--- src/rtl/usc_pkg.sv ---
// Shared definitions for the goML stage acknowledge responder.
//   resp_state_t : responder FSM state encoding
//   RCNT_W       : width of the recovery-window down-counter (holds 0..15)
package usc_pkg;

  typedef enum logic [2:0] {
    ST_IDLE    = 3'd0,
    ST_EVAL    = 3'd1,
    ST_RECOVER = 3'd2,
    ST_ACK     = 3'd3,
    ST_RELEASE = 3'd4
  } resp_state_t;

  localparam int RCNT_W = $clog2(16);

endpackage

--- src/rtl/sync_ff.sv ---
// Single-bit synchroniser chain of DEPTH flops, cleared by a synchronous reset.
// With DEPTH = 0 the input is passed straight through (same-domain use).
//   clk : clock
//   rst : synchronous, active-high reset
//   i_d : asynchronous (or same-domain) input bit
//   o_q : synchronised output bit
module sync_ff #(
  parameter int DEPTH = 2
) (
  input  logic clk,
  input  logic rst,
  input  logic i_d,
  output logic o_q
);

  generate
    if (DEPTH == 0) begin : g_pass
      assign o_q = i_d;
    end else begin : g_chain
      logic [DEPTH-1:0] r_chain;

      // Shift the input through the flop chain; the oldest bit is the output.
      always_ff @(posedge clk) begin
        if (rst) begin
          r_chain <= '0;
        end else begin
          r_chain <= (r_chain << 1) | DEPTH'(i_d);
        end
      end

      assign o_q = r_chain[DEPTH-1];
    end
  endgenerate

endmodule

--- src/rtl/reack_responder.sv ---
// Receiving-side responder for the resilient (goML) pipeline stage.
// Synchronises Rreq/Err0/Err1, acknowledges clean transfers after a fixed
// latency and holds flagged transfers for RECOVER_CYCLES before acknowledging.
// Also keeps error statistics and a sticky protocol-violation flag.
//   clk       : clock
//   rst       : synchronous, active-high reset
//   Rreq      : four-phase request from the stage controller
//   Err0/Err1 : timing-error flags, stable while Rreq is high
//   REack     : four-phase acknowledge (registered)
//   sample    : one-cycle pulse while the flags are captured (registered)
//   err_seen  : last completed transfer was flagged (registered)
//   err_cnt   : saturating count of flagged transfers (registered)
//   violation : sticky protocol-violation flag (registered)
module reack_responder
  import usc_pkg::*;
#(
  parameter int SYNC_STAGES    = 2,
  parameter int RECOVER_CYCLES = 3,
  parameter int CNT_W          = 8
) (
  input  logic             clk,
  input  logic             rst,
  input  logic             Rreq,
  input  logic             Err0,
  input  logic             Err1,
  output logic             REack,
  output logic             sample,
  output logic             err_seen,
  output logic [CNT_W-1:0] err_cnt,
  output logic             violation
);

  logic w_rq;
  logic w_e0;
  logic w_e1;

  resp_state_t       r_state;
  logic [RCNT_W-1:0] r_rcnt;
  logic              r_err;
  logic              r_reack;
  logic              r_sample;
  logic              r_err_seen;
  logic [CNT_W-1:0]  r_err_cnt;
  logic              r_violation;

  sync_ff #(.DEPTH(SYNC_STAGES)) u_sync_rq (.clk(clk), .rst(rst), .i_d(Rreq), .o_q(w_rq));
  sync_ff #(.DEPTH(SYNC_STAGES)) u_sync_e0 (.clk(clk), .rst(rst), .i_d(Err0), .o_q(w_e0));
  sync_ff #(.DEPTH(SYNC_STAGES)) u_sync_e1 (.clk(clk), .rst(rst), .i_d(Err1), .o_q(w_e1));

  // Handshake FSM with recovery counter, statistics and registered outputs.
  always_ff @(posedge clk) begin
    if (rst) begin
      r_state     <= ST_IDLE;
      r_rcnt      <= {RCNT_W{1'b0}};
      r_err       <= 1'b0;
      r_reack     <= 1'b0;
      r_sample    <= 1'b0;
      r_err_seen  <= 1'b0;
      r_err_cnt   <= {CNT_W{1'b0}};
      r_violation <= 1'b0;
    end else begin
      r_sample <= 1'b0;
      case (r_state)
        ST_IDLE: begin
          r_reack <= 1'b0;
          if (w_rq) begin
            // sample is raised together with the EVAL state, so it is high
            // exactly for the capture cycle.
            r_state  <= ST_EVAL;
            r_sample <= 1'b1;
          end else begin
            r_state <= ST_IDLE;
          end
        end
        ST_EVAL: begin
          r_err <= w_e0 | w_e1;
          // Both flags at once, or the request already withdrawn, is illegal.
          if ((w_e0 & w_e1) | ~w_rq) begin
            r_violation <= 1'b1;
          end
          if (w_e0 | w_e1) begin
            r_rcnt  <= RCNT_W'(RECOVER_CYCLES - 1);
            r_state <= ST_RECOVER;
          end else begin
            r_state <= ST_ACK;
          end
        end
        ST_RECOVER: begin
          if (!w_rq) begin
            r_violation <= 1'b1;
          end
          if (r_rcnt == {RCNT_W{1'b0}}) begin
            r_state <= ST_ACK;
          end else begin
            r_rcnt  <= r_rcnt - RCNT_W'(1);
            r_state <= ST_RECOVER;
          end
        end
        ST_ACK: begin
          // ACK lasts a single cycle, so statistics update exactly once.
          r_reack    <= 1'b1;
          r_err_seen <= r_err;
          if (r_err && (r_err_cnt != {CNT_W{1'b1}})) begin
            r_err_cnt <= r_err_cnt + CNT_W'(1);
          end
          r_state <= ST_RELEASE;
        end
        ST_RELEASE: begin
          if (!w_rq) begin
            r_reack <= 1'b0;
            r_state <= ST_IDLE;
          end else begin
            r_reack <= 1'b1;
            r_state <= ST_RELEASE;
          end
        end
        default: begin
          r_reack <= 1'b0;
          r_state <= ST_IDLE;
        end
      endcase
    end
  end

  assign REack     = r_reack;
  assign sample    = r_sample;
  assign err_seen  = r_err_seen;
  assign err_cnt   = r_err_cnt;
  assign violation = r_violation;

endmodule

--- config.mk ---
export PLATFORM = sky130hd
export DESIGN_NAME = reack_responder
export DESIGN_NICKNAME = d
export VERILOG_FILES = /design/src/rtl/usc_pkg.sv /design/src/rtl/sync_ff.sv /design/src/rtl/reack_responder.sv
export SDC_FILE = /design/constraint.sdc
export NUM_CORES = 1
export LEC_CHECK = 0
export BUFFER_PORTS_ARGS = -buffer_cell sky130_fd_sc_hd__buf_4
export CORE_ASPECT_RATIO = 0.8
export CORE_MARGIN = 3
export CORE_UTILIZATION = 55
export DETAILED_ROUTE_END_ITERATION = 16
export PLACE_DENSITY = 0.87
export SETUP_SLACK_MARGIN = 0.02
export SLEW_MARGIN = 20
export SYNTH_ARGS = -nofsm -noshare
export SYNTH_HDL_FRONTEND = slang
export SYNTH_SLANG_ARGS = --single-unit
--- constraint.sdc ---
create_clock -name clk -period 3.4 [get_ports clk]
set_input_delay 0.51 -clock clk [delete_from_list [all_inputs] [get_ports clk]]
set_output_delay 0.51 -clock clk [all_outputs]
set_load 0.03 [all_outputs]
==> flow_metrics.tcl <==
set metrics [dict create \
    antenna_found_initial 0 \
    synth-compound-area-share_pct 13.0 \
    peakVddDrop_uv 416 \
    crit_buf_inv 0 \
    crit_type "flip-flop to flip-flop" \
    crit_family "flip-flops" \
    coreArea_um2 1930 \
    firstDrtPassIters 4 \
    grt_pass1_wl_mm 3.28 \
    route.vias.total 846 \
    io_pins 17 \
    io_buffers 16 \
    cts_setup_buffers 0 \
    diodes 0 \
    crit_path_start "r_state[1]" \
    num-fill-cells 150 \
    worstMarginPinSlew_ns 0.415 \
    clock_latency_ns 0.32 \
    slew_viol_final 0 \
    synth_nets 127 \
    vias_per_cell 5.42 \
    nNetsFinal 141 \
    totalWireLength_mm 2.01 \
    startpoint_type "flip-flop" \
    synth-simple-area-share_pct 26.2 \
    rsz0062_at_grt "false" \
    critical_path.endpoint_type "flip-flop" \
    r2r-end "err_cnt[7]" \
    cap_viol_max_count 0 \
    ys_seq_area_share_pct 45.4 \
    path_cells "and4b_1 -> o211ai_2 -> o211ai_1 -> o31ai_1" \
    synth_edf_count 0 \
    hp-class "primary input to flip-flop" \
    cp.arrival_ns 1.77 \
    ctsLongestPathBuffers 2 \
    synthAdderAreaFrac_pct 3.28 \
    yosysUniqueCellTypes 39 \
    drtIter0Drc 30 \
    fin_crit_sh_pct 45.7 \
    grt_max_degree 27 \
    period_needed_ns 1.56 \
    die_area_um2 2670 \
    p_leak_nw 0.522 \
    wl_per_cell_um 12.9 \
    clock-sinks 26 \
    cts_tree "done" \
    relSlewSlack_pct 72.3 \
    route.detailed.drc 0 \
    grt-ovfl-total 0 \
    timing.fmax_ghz 0.643 \
    synth_area_um2 1150 \
    gp_congestion 0.780 \
    max_stage_delay_ns 0.52 \
    grt_util_all_layers_pct 15.9 \
    h-tree-depth 1 \
    start_util_pct 59.5 \
    finalHoldViolCount 0 \
    die_y_um 46.8 \
    synth-xor-area-share_pct 5.35 \
    fin_worst_skew_ns 0.00303 \
    ant_nets 0 \
    chipWidth_um 57.0 \
    rows 14 \
    worstSetupPathDepth 4 \
    syn_to_final_growth_pct 13.6 \
    syn_area_per_cell_um2 9.63 \
    clkTransAtPathRegs_ns 0.14 \
    outcome "completed" \
    cts_root_buffer "clkbuf_4" \
    setup_tns_ns 0 \
    synthArstFlopShare_pct 0 \
    regToRegStartpoint "r_state[1]" \
    critPathSlowestCell "dfxtp_1" \
    layout-drive-gt1-share_pct 22.7 \
    rrSetupSlack_ns 1.84 \
    reg2reg_depth 4 \
    finalPower_mw 0.629 \
    ctsResizeCount 0 \
    synthCells 119 \
    place_hpwl_mm 1.43 \
    synth-seq-cells 26 \
    first_global_vias 759 \
    ys.flop_type "dfxtp_1" \
    postCtsHoldBufs 0 \
    cp.required_ns 3.61 \
    crit_path_max_fanout 9 \
    powerDensity_nw_per_um2 483 \
    synthMuxAreaShare_pct 1.75 \
    synth_top_family_by_area "simple AND/OR/NAND/NOR gates" \
    numCtsBuffers 3 \
    endpoint "err_cnt[7]" \
    yosys_warnings 0 \
    setup_viol 0 \
]
## layer usage
| layer | track usage [%] | share of wire [%] |
|---|---|---|
| met3 | 4.95 | 4.5 |
| met1 | 21.1 | 50 |
| met2 | 25.7 | 45 |
| met4 | 4.17 | 0.70 |
| met5 | 0 | 0 |
## worst min path at each step
| stage | startpoint | end | cells after the start |
|---|---|---|---|
| 2_1_floorplan | u_sync_e0.g_chain.r_chain[0] | u_sync_e0.g_chain.r_chain[1] | 1 |
| 3_3_place_gp | u_sync_rq.g_chain.r_chain[0] | u_sync_rq.g_chain.r_chain[1] | 1 |
| 3_5_place_dp | u_sync_e0.g_chain.r_chain[0] | u_sync_e0.g_chain.r_chain[1] | 1 |
| 4_1_cts | Rreq | u_sync_rq.g_chain.r_chain[0] | 2 |
| 5_1_grt | Rreq | u_sync_rq.g_chain.r_chain[0] | 2 |
| 6_report | Rreq | u_sync_rq.g_chain.r_chain[0] | 2 |
## sequential cells by signal, summed over array words and instances (netlist names)
register	count
REack	1
err_cnt	8
err_seen	1
r_err	1
r_rcnt	4
r_state	3
sample	1
u_sync_e0.g_chain.r_chain	2
u_sync_e1.g_chain.r_chain	2
u_sync_rq.g_chain.r_chain	2
violation	1
## power breakdown
part	leakage, nW	internal, mW	switching (mW)
Combinational	0.283	0.0402	0.0424
Clock	0.0279	0.119	0.0902
Sequential	0.211	0.320	0.0163
Total	0.522	0.480	0.149
## stage by stage
stage | util [%] | hold WS [ns] | std cells | instance area [um2] | setup WS, ns
6_report | 67.6 | 0.388 | 156 | 1300 | 1.84
5_1_grt | 67.6 | 0.375 | 156 | 1300 | 1.72
4_1_cts | 67.6 | 0.377 | 156 | 1300 | 1.87
3_5_place_dp | 64.9 | 0.427 | 152 | 1250 | 1.92
3_3_place_gp | 64.9 | 0.418 | 152 | 1250 | 1.97
2_1_floorplan | - | 0.414 | 119 | 1150 | 1.88
## final cells by class
type                            instances  area [um2]  share of cell area, %
Clock inverter                          1        30.0                   2.31
Timing Repair Buffer                   16         120                   9.22
Clock buffer                            3        22.5                   1.73
Tap cell                               24        30.0                   2.31
Multi-Input combinational cell         83         568                   43.6
Sequential cell                        26         520                   40.0
Inverter                                3        11.3                  0.865
## placed cells by master (no fill, tap or decap), types with 2 or more instances in the layout
master / n
or2_2: 2
ha_1: 3
a21oi_1: 6
nor3b_2: 2
nor3_1: 4
nor2_1: 16
xnor2_1: 2
o21ai_1: 2
inv_1: 3
xor2_1: 5
buf_4: 16
clkbuf_4: 3
nand3b_1: 5
o211ai_1: 2
mux2i_1: 2
dfxtp_1: 26
nor2b_1: 6
nor3b_1: 3
nand2_1: 4
nand4_1: 2
## cell usage after synthesis, types with 2 or more instances
| cell type | number | share of area (%) |
|---|---|---|
| nor2b_1 | 6 | 3.3 |
| xnor2_1 | 2 | 1.5 |
| a21oi_1 | 6 | 2.6 |
| o211ai_1 | 2 | 1.3 |
| nor3b_1 | 3 | 2.0 |
| xor2_1 | 5 | 3.8 |
| mux2i_1 | 2 | 1.7 |
| nand3b_1 | 5 | 3.3 |
| nor3b_2 | 2 | 2.2 |
| clkbuf_1 | 3 | 0.98 |
| nor2_1 | 16 | 5.2 |
| or2_2 | 2 | 1.1 |
| inv_1 | 3 | 0.98 |
| nor3_1 | 4 | 1.7 |
| nand2_1 | 4 | 1.3 |
| nand4_1 | 2 | 1.1 |
| buf_6 | 2 | 2.0 |
| o21ai_1 | 2 | 0.87 |
| dfxtp_1 | 26 | 45 |
| ha_1 | 3 | 3.3 |
## logic make-up (layout without fill, tap and decap cells)
kind of cell / after synthesis / after routing
AND/OR/NAND/NOR: 51 / 51
multiplexers: 2 / 2
XOR/XNOR: 7 / 7
buffers and inverters: 10 / 23
adder cells (fa/ha/maj): 3 / 3
AO/OA/AOI/OAI: 20 / 20
flip-flops: 26 / 26
(Power assumes the default switching activity.)
